--- src/rtl/seg_scan_ctrl_if.sv ---
// Load channel between the counter/BCD logic and the display scan controller.
// Handshake: the sender drives load_valid with load_data/load_dp held stable
// until a clock edge where load_valid && load_ready are both high; that edge
// transfers the value. load_ready never depends on load_valid.
interface seg_scan_ctrl_if #(
    parameter int NUM_DIG = 4
);
    logic                   load_valid;
    logic                   load_ready;
    logic [4*NUM_DIG-1:0]   load_data;
    logic [NUM_DIG-1:0]     load_dp;

    modport master (
        output load_valid,
        output load_data,
        output load_dp,
        input  load_ready
    );

    modport slave (
        input  load_valid,
        input  load_data,
        input  load_dp,
        output load_ready
    );
endinterface

--- src/rtl/seg_scan_ctrl.sv ---
// Time-multiplexed seven-segment scan controller. New display values are
// buffered through a one-deep pending register and copied into the shadow
// register only at frame boundaries, so a frame never mixes two values.
module seg_scan_ctrl #(
    parameter int NUM_DIG = 4,
    parameter int DIV     = 4,
    parameter int DEAD    = 1
) (
    input  logic                clk,
    input  logic                rst,
    seg_scan_ctrl_if.slave      load_if,
    input  logic                lz_en,
    output logic [7:0]          seg,
    output logic [NUM_DIG-1:0]  dig_en,
    output logic                frame_done
);
    localparam int CW = (DIV > 1) ? $clog2(DIV) : 1;
    localparam int IW = (NUM_DIG > 1) ? $clog2(NUM_DIG) : 1;
    localparam logic [CW-1:0] CNT_LAST = CW'(DIV - 1);
    localparam logic [IW-1:0] IDX_LAST = IW'(NUM_DIG - 1);

    logic [CW-1:0]          r_cnt;
    logic [IW-1:0]          r_idx;
    logic                   r_pending;
    logic [4*NUM_DIG-1:0]   r_pend_data;
    logic [NUM_DIG-1:0]     r_pend_dp;
    logic [4*NUM_DIG-1:0]   r_shadow_data;
    logic [NUM_DIG-1:0]     r_shadow_dp;
    logic [7:0]             r_seg;
    logic [NUM_DIG-1:0]     r_dig_en;
    logic                   r_frame_done;

    logic                   w_slot_end;
    logic                   w_boundary;
    logic                   w_accept;
    logic                   w_dead;
    logic [3:0]             w_digit;
    logic                   w_dp;
    logic                   w_blank;
    logic                   w_hi_zero;
    logic [7:0]             w_seg_next;
    logic [NUM_DIG-1:0]     w_dig_next;

    // BCD to segments a..g; non-decimal codes show a dash.
    function automatic logic [6:0] bcd_to_seg(input logic [3:0] d);
        case (d)
            4'd0:    return 7'h3F;
            4'd1:    return 7'h06;
            4'd2:    return 7'h5B;
            4'd3:    return 7'h4F;
            4'd4:    return 7'h66;
            4'd5:    return 7'h6D;
            4'd6:    return 7'h7D;
            4'd7:    return 7'h07;
            4'd8:    return 7'h7F;
            4'd9:    return 7'h6F;
            default: return 7'h40;
        endcase
    endfunction

    assign w_slot_end = (r_cnt == CNT_LAST);
    assign w_boundary = w_slot_end && (r_idx == IDX_LAST);
    assign w_accept   = load_if.load_valid && !r_pending;
    assign load_if.load_ready = ~r_pending;

    // Slot counter and digit index; the index steps on the last cycle of a slot.
    always_ff @(posedge clk or negedge rst) begin
        if (!rst) begin
            r_cnt <= '0;
            r_idx <= '0;
        end else if (w_slot_end) begin
            r_cnt <= '0;
            r_idx <= (r_idx == IDX_LAST) ? '0 : r_idx + 1'b1;
        end else begin
            r_cnt <= r_cnt + 1'b1;
        end
    end

    // Pending buffer fills on a handshake and drains into the shadow at a frame boundary.
    // Capture and drain are exclusive because capture requires the buffer empty.
    always_ff @(posedge clk or negedge rst) begin
        if (!rst) begin
            r_pending     <= 1'b0;
            r_pend_data   <= '0;
            r_pend_dp     <= '0;
            r_shadow_data <= '0;
            r_shadow_dp   <= '0;
        end else if (w_boundary && r_pending) begin
            r_pending     <= 1'b0;
            r_shadow_data <= r_pend_data;
            r_shadow_dp   <= r_pend_dp;
        end else if (w_accept) begin
            r_pending     <= 1'b1;
            r_pend_data   <= load_if.load_data;
            r_pend_dp     <= load_if.load_dp;
        end
    end

    // Select the current digit and decide leading-zero blanking from the digits above it.
    always_comb begin
        w_digit   = '0;
        w_dp      = 1'b0;
        w_blank   = 1'b0;
        w_hi_zero = 1'b1;
        for (int i = NUM_DIG - 1; i >= 0; i--) begin
            if (r_idx == IW'(i)) begin
                w_digit = r_shadow_data[4*i +: 4];
                w_dp    = r_shadow_dp[i];
                w_blank = lz_en && (i != 0) && w_hi_zero &&
                          (r_shadow_data[4*i +: 4] == 4'd0);
            end
            if (r_shadow_data[4*i +: 4] != 4'd0) begin
                w_hi_zero = 1'b0;
            end
        end
    end

    assign w_dead     = (int'(r_cnt) < DEAD);
    assign w_seg_next = w_dead ? 8'h00 : {w_dp, (w_blank ? 7'h00 : bcd_to_seg(w_digit))};
    assign w_dig_next = w_dead ? '0 : (NUM_DIG'(1) << r_idx);

    // Register the pin drivers so the display sees glitch-free levels.
    always_ff @(posedge clk or negedge rst) begin
        if (!rst) begin
            r_seg        <= '0;
            r_dig_en     <= '0;
            r_frame_done <= 1'b0;
        end else begin
            r_seg        <= w_seg_next;
            r_dig_en     <= w_dig_next;
            r_frame_done <= w_boundary;
        end
    end

    assign seg        = r_seg;
    assign dig_en     = r_dig_en;
    assign frame_done = r_frame_done;
endmodule

--- src/flat_wrapper.sv ---
// flat-port wrapper written by rule: the top's interface ports become plain ports
module seg_scan_ctrl_flat 
#(
    parameter int NUM_DIG = 4,
    parameter int DIV     = 4,
    parameter int DEAD    = 1
)
  (clk, rst, lz_en, seg, dig_en, frame_done, load_if_load_valid, load_if_load_data, load_if_load_dp, load_if_load_ready);
  seg_scan_ctrl_if #(.NUM_DIG(NUM_DIG)) load_if_i ();
  input  logic clk;
  input  logic rst;
  input  logic lz_en;
  output logic [7:0] seg;
  output logic [NUM_DIG-1:0] dig_en;
  output logic frame_done;
  input wire logic [$bits(load_if_i.load_valid)-1:0] load_if_load_valid;
  input wire logic [$bits(load_if_i.load_data)-1:0] load_if_load_data;
  input wire logic [$bits(load_if_i.load_dp)-1:0] load_if_load_dp;
  output wire logic [$bits(load_if_i.load_ready)-1:0] load_if_load_ready;
  assign load_if_i.load_valid = load_if_load_valid;
  assign load_if_i.load_data = load_if_load_data;
  assign load_if_i.load_dp = load_if_load_dp;
  assign load_if_load_ready = load_if_i.load_ready;
  seg_scan_ctrl #(.NUM_DIG(NUM_DIG), .DIV(DIV), .DEAD(DEAD)) u_core (.clk(clk), .rst(rst), .load_if(load_if_i), .lz_en(lz_en), .seg(seg), .dig_en(dig_en), .frame_done(frame_done));
endmodule
--- config.mk ---
export PLATFORM = sky130hd
export DESIGN_NAME = seg_scan_ctrl_flat
export DESIGN_NICKNAME = d
export VERILOG_FILES = /design/src/rtl/seg_scan_ctrl_if.sv /design/src/rtl/seg_scan_ctrl.sv /design/src/flat_wrapper.sv
export SDC_FILE = /design/constraint.sdc
export NUM_CORES = 1
export LEC_CHECK = 0
export CORE_MARGIN = 2
export CORE_UTILIZATION = 50
export DETAILED_ROUTE_END_ITERATION = 12
export PLACE_DENSITY = 0.75
export SYNTH_ARGS = -nofsm -noshare
export SYNTH_HDL_FRONTEND = slang
export SYNTH_SLANG_ARGS = --single-unit
--- constraint.sdc ---
create_clock -name clk -period 2.39 [get_ports clk]
set_clock_uncertainty 0.1 [all_clocks]
set_input_delay 0.478 -clock clk [delete_from_list [all_inputs] [get_ports clk]]
set_output_delay 0.478 -clock clk [all_outputs]
set_load 0.05 [all_outputs]
# Word level (Yosys, flattened, before mapping)
# Memory sizes are Yosys's and may differ from the RTL's.
# Cells that the tools add are included.
totals:
  ff_bits: 58
  rom_bits: 112
  inputBits: 24
  output_inout_bits: 14
  mem_count: 1
classes:
  add_sub_neg: 2
  n_lt_le_gt_ge: 1
  n_eq_ne: 4
  n_shift: 1
  mux: 21
  n_bitwise: 2
  n_reduce_logical: 17
memory_table:
  columns: ["name", "words", "width", "read_ports", "rd_clocked_by_memory_dff", "wr", "line", "text"]
  rows:
  - ["(name not given)", 16, 7, 1, 0, 0, "seg_scan_ctrl.sv:46", "case (d)"]
ops:
  columns: ["operator", "count"]
  rows:
  - ["2-to-1 mux 4 bit", 5]
  - ["logical NOT 4 bit", 3]
  - ["2-to-1 mux 1 bit", 12]
  - ["logical AND 1 bit", 8]
  - ["2-to-1 mux 8 bit", 1]
  - ["nonzero test 4 bit", 2]
  - ["2-to-1 mux 7 bit", 1]
  - ["equality test 2 bit (second input constant)", 3]
  - ["adder 2 x 1 -> 2 bit (second input constant)", 2]
  - ["2-to-1 mux 2 bit", 2]
  - ["left shift 1 x 2 -> 4 bit (first input constant)", 1]
  - ["equality test 2 x 1 -> 1 bit (second input constant)", 1]
  - ["logical NOT 2 bit", 1]
  - ["less-than comparator 2 x 1 -> 1 bit (second input constant)", 1]
  - ["inverter 1 bit", 2]
  - ["AND reduction 2 bit", 1]
  - ["nonzero test 2 bit", 1]
  - ["logical NOT 1 bit", 1]

# Longest topological paths before layout
logic_depth:
  ltp_word: 9
  mapped_depth: 11
  ltp_nobuf: 10

# Least setup slack after synthesis
# OpenSTA, ideal clock, no wires.
synth_path:
  path_type: "flip-flop to flip-flop"
  from: "register u_core.r_idx[0]"
  to: "register u_core.r_seg[5], in the netlist u_core.seg[5]"
  setup_ns: 0.128
  arrival_ns: 1.810
  required_ns: 2.162
  path_slack_ns: 0.351
  path_stages_with_launch: 11
  period_less_slack_ns: 2.039
  path_cell_list: "dfrtp_1 > inv_1 > ha_1 > buf_2 > o211a_1 > or2_2 > inv_1 > ha_1 > inv_1 > a32oi_1 > nor2_1"
synth_between:
  elab_chain_cells: 8
synth_lines:
  columns: ["element", "line", "text"]
  rows:
  - ["from (decl)", "seg_scan_ctrl.sv:23", "logic [IW-1:0] r_idx;"]
  - ["from (signal assigned)", "seg_scan_ctrl.sv:73", "r_idx <= (r_idx == IDX_LAST) ? '0 : r_idx + 1'b1;"]
  - ["equality test 2 bit", "seg_scan_ctrl.sv:106", "if (r_idx == IW'(i)) begin"]
  - ["2-to-1 mux 4 bit (4 in series)", "seg_scan_ctrl.sv:106", null]
  - ["memory read (16 x 7 bit)", null, null]
  - ["2-to-1 mux 7 bit (*)", "seg_scan_ctrl.sv:119", "assign w_seg_next = w_dead ? 8'h00 : {w_dp, (w_blank ? 7'h00 : bcd_to_seg(w_digit))};"]
  - ["2-to-1 mux 8 bit (*)", "seg_scan_ctrl.sv:119", null]
  - ["via u_core.w_seg_next[5]", "seg_scan_ctrl.sv:41", "logic [7:0] w_seg_next;"]
  - ["to (signal assigned)", "seg_scan_ctrl.sv:129", "r_seg <= w_seg_next;"]
  - ["to (decl)", "seg_scan_ctrl.sv:29", "logic [7:0] r_seg;"]
# The timed path passes the listed nets; every way through them passes the cells marked *.
# A chain may end at the register's enable or synchronous reset.

# Worst setup path in the final report
# Ends and elaborated chain as after synthesis.

==> flow_summary.ini <==
[power]
irDropWorstVdd_v = 0.000468
power_per_cell_area_mw_per_mm2 = 708
reported_leakage_power_uw = 0.00140

[yosys]
post_synth_most_frequent_cells = 58 x sky130_fd_sc_hd__dfrtp_1, 40 x sky130_fd_sc_hd__mux2_2, 10 x sky130_fd_sc_hd__inv_1, 10 x sky130_fd_sc_hd__nand2_1
post_synth_inst_count = 191
synth_enable_flop_cells = 0
syn_area_mm2 = 0.00255
portion_of_the_post_synthesis_area_used_by_sequential_elements_pct = 57.0
yosys_register_bits = 58
synth_area_leader_cell = sky130_fd_sc_hd__dfrtp_1
synth_area_per_cell_um2 = 13.3
ys_top_cells_by_area = sky130_fd_sc_hd__dfrtp_1 57%, sky130_fd_sc_hd__mux2_2 18%, sky130_fd_sc_hd__ha_1 4.4%, sky130_fd_sc_hd__inv_1 1.5%, sky130_fd_sc_hd__nand2_1 1.5%
yosys.cell_count.top_type = sky130_fd_sc_hd__dfrtp_1
netlist.area_leader.share_pct = 57.0
synthesis.yosys.warnings = 0
synth_cell_types = 40
synthFlopType = sky130_fd_sc_hd__dfrtp_1
async_flop_share_pct = 100
postSynthNetCount = 224

[setup_path]
rr_worst_depth = 10
cp-end-kind = register
critPathLaunchType = register
crit_top_cell = sky130_fd_sc_hd__inv_1
critical-path-slowest-cell = sky130_fd_sc_hd__dfrtp_1
timing_worst_setup_path_type = register to register
slowest_delay_ns = 0.41
req_time_crit_path_ns = 2.49
timing.critical_path.fanout_max = 10
critical_path.cell_chain = inv_1 -> ha_2 -> nand2b_4 -> o22ai_2 -> or2_2 -> inv_1 -> ha_1 -> inv_1 -> a32oi_1 -> nor2_1
worst_ep_arrival_time_ns = 2.32

[clocking]
clk_pin_slew_ns = 0.06
cts_hold_buf = 0
cts_root_buf = sky130_fd_sc_hd__clkbuf_8
cts_repair_resize_count = 0
clock_tree.htree_level_count = 3
cts_buffers = 9
clock_path_buffers = 2
worstSkewPairLatency_ns = 0.33
cts_tree = done
numClockSinks = 58
post_cts_buffers = 0

[route]
initialDrtViolationCount = 70
detailroute.wirelength.met3_um = 161
avg_vias_per_cell = 5.22
wire_per_inst_um = 13.5
drt_drc_violations_left = 0
wl_met2_um = 1950
wl_met1_um = 1920
drt.antenna.violating_nets = 0
postRouteWirelength_um = 4100
routed_via_count = 1593
detailedRoute.firstPassIterationCount = 4
highest_layer = met4

[floorplan]
die-area_mm2 = 0.00568
floorplan.die.width_um = 75.4
floorplan.die.height_um = 75.4
coreArea_mm2 = 0.00482
num_rows = 25
top_level_ports = 38
starting_density_pct = 52.9

[outcome]
run_status = finished, final reports clean

[final_layout]
drive_above_1_share_pct = 29.0
layout.filler_cells = 381
inserted_diodes = 0
num-nets-final = 267
finalCoreUtilization_pct = 66.2
signed_area_change_from_the_synthesized_netlist_to_the_final_layout_pct = 25.3

[grt]
number_of_global_route_vias_before_repair = 1483
wire_length_of_the_first_global_routing_pass_um = 6940
antenna_found_initial = 0
grt_start_max_net_pins = 36
grt-ovfl-total = 0
globalRouteTotalUtil_pct = 16.9

[place]
place.port_buffers = 37
place.detailed.hpwl_um = 3040
finalWeightedCongestion = 0.834

[sta]
final.period_utilization_pct = 92.6
timing_max_transition_violations_final = 0
timing.final.hold_violations = 0
whs_ns = 0.0183
setup_viol_count_final = 0
finalWorstPathRequiredPeriod_ns = 2.21
worst-slew-pin-transition_ns = 0.519
worst_slew_margin_rel_pct = 65.4
max_clock_freq_mhz = 452

[flow_run]
max_cap_viol_count = 0

[min_path]
hp-class = input pin to async pin
stage by stage:
stage	total power (uW)	setup slack (ns)	setup TNS (ns)	std cells	cell area, um^2
6_report	2260	0.176	0	305	3190
5_1_grt	2370	-0.0107	-0.0107	305	3190
4_1_cts	2290	0.100	0	305	3180
3_5_place_dp	1460	0.114	0	290	2990
3_3_place_gp	1440	0.187	0	290	2990
2_1_floorplan	1340	0.351	0	191	2550
routing by layer:
| metal | GRT usage [%] | vias to the layer above |
|---|---|---|
| met5 | 0 | - |
| met3 | 4.76 | 7 |
| met1 | 22.7 | 789 |
| met4 | 9.36 | 0 |
| met2 | 24.8 | 38 |
| li1 | - | 759 |
kinds of logic after synthesis:
family,count (synthesis),synth area share (%)
buffers and inverters,18,3.44
muxes,41,18.1
AOI/OAI and AO/OA,26,8.85
and+or+nand+nor,39,8.21
DFF,58,57.0
adders and majority gates,9,4.42
registers in the layout (all words and copies together), names as in the netlist:
signal,count
u_core.r_pend_data,16
u_core.r_idx,2
u_core.r_shadow_data,16
u_core.r_pending,1
u_core.seg,8
u_core.dig_en,4
u_core.r_shadow_dp,4
u_core.r_pend_dp,4
u_core.r_cnt,2
u_core.frame_done,1
cell usage in the layout, fill, tap and decap left out, types with 2 or more instances in the layout:
master,synthesis,routed
sky130_fd_sc_hd__clkdlybuf4s50_1,0,36
sky130_fd_sc_hd__nand3b_1,2,2
sky130_fd_sc_hd__ha_1,9,6
sky130_fd_sc_hd__a211oi_1,3,3
sky130_fd_sc_hd__ha_2,0,3
sky130_fd_sc_hd__dfrtp_1,58,58
sky130_fd_sc_hd__clkinv_2,0,2
sky130_fd_sc_hd__o21ai_0,3,3
sky130_fd_sc_hd__mux2_2,40,40
sky130_fd_sc_hd__inv_1,10,10
sky130_fd_sc_hd__and2_1,2,2
sky130_fd_sc_hd__clkbuf_8,0,13
sky130_fd_sc_hd__a21oi_1,4,4
sky130_fd_sc_hd__nor2b_1,6,6
sky130_fd_sc_hd__nor2_1,9,9
sky130_fd_sc_hd__nor3_1,2,2
sky130_fd_sc_hd__buf_12,0,2
sky130_fd_sc_hd__o211ai_1,3,3
sky130_fd_sc_hd__nand2_1,10,10
area by class of cell:
class / count / area [um^2] / area share, %
repair buffers: 40 / 413 / 12.9
well taps: 67 / 83.8 / 2.63
multi-input cells: 115 / 1010 / 31.8
inverters: 10 / 37.5 / 1.18
clock buffers: 13 / 179 / 5.61
clock inverters: 2 / 10.0 / 0.314
flip-flops and latches: 58 / 1450 / 45.5
final timing paths:
kind	start	slack, ns	to
min reg2reg	u_core.r_cnt[0]	0.37	u_core.r_cnt[0]
max	u_core.r_idx[0]	0.18	u_core.seg[5]
max in group asynchronous	rst	1.62	u_core.r_pend_data[8]
min in group clk	u_core.r_cnt[0]	0.37	u_core.r_cnt[0]
min	rst	0.02	u_core.dig_en[1]
max reg2reg	u_core.r_idx[0]	0.18	u_core.seg[5]
where the power goes:
group | total, uW | switching (uW) | internal, uW
Sequential | 1150 | 65.1 | 1090
Combinational | 281 | 112 | 169
Clock | 826 | 346 | 480
Total | 2260 | 523 | 1730
worst max-delay path, delay by kind of cell, from the launching register on:
| family | cells | cell delay, ns |
|---|---|---|
| compound gates | 2 | 0.24 |
| fa+ha+maj | 2 | 0.49 |
| buf+inv | 3 | 0.27 |
| flops | 1 | 0.41 |
| simple gates | 3 | 0.57 |
No activity file was read; power rests on OpenSTA's default activity.
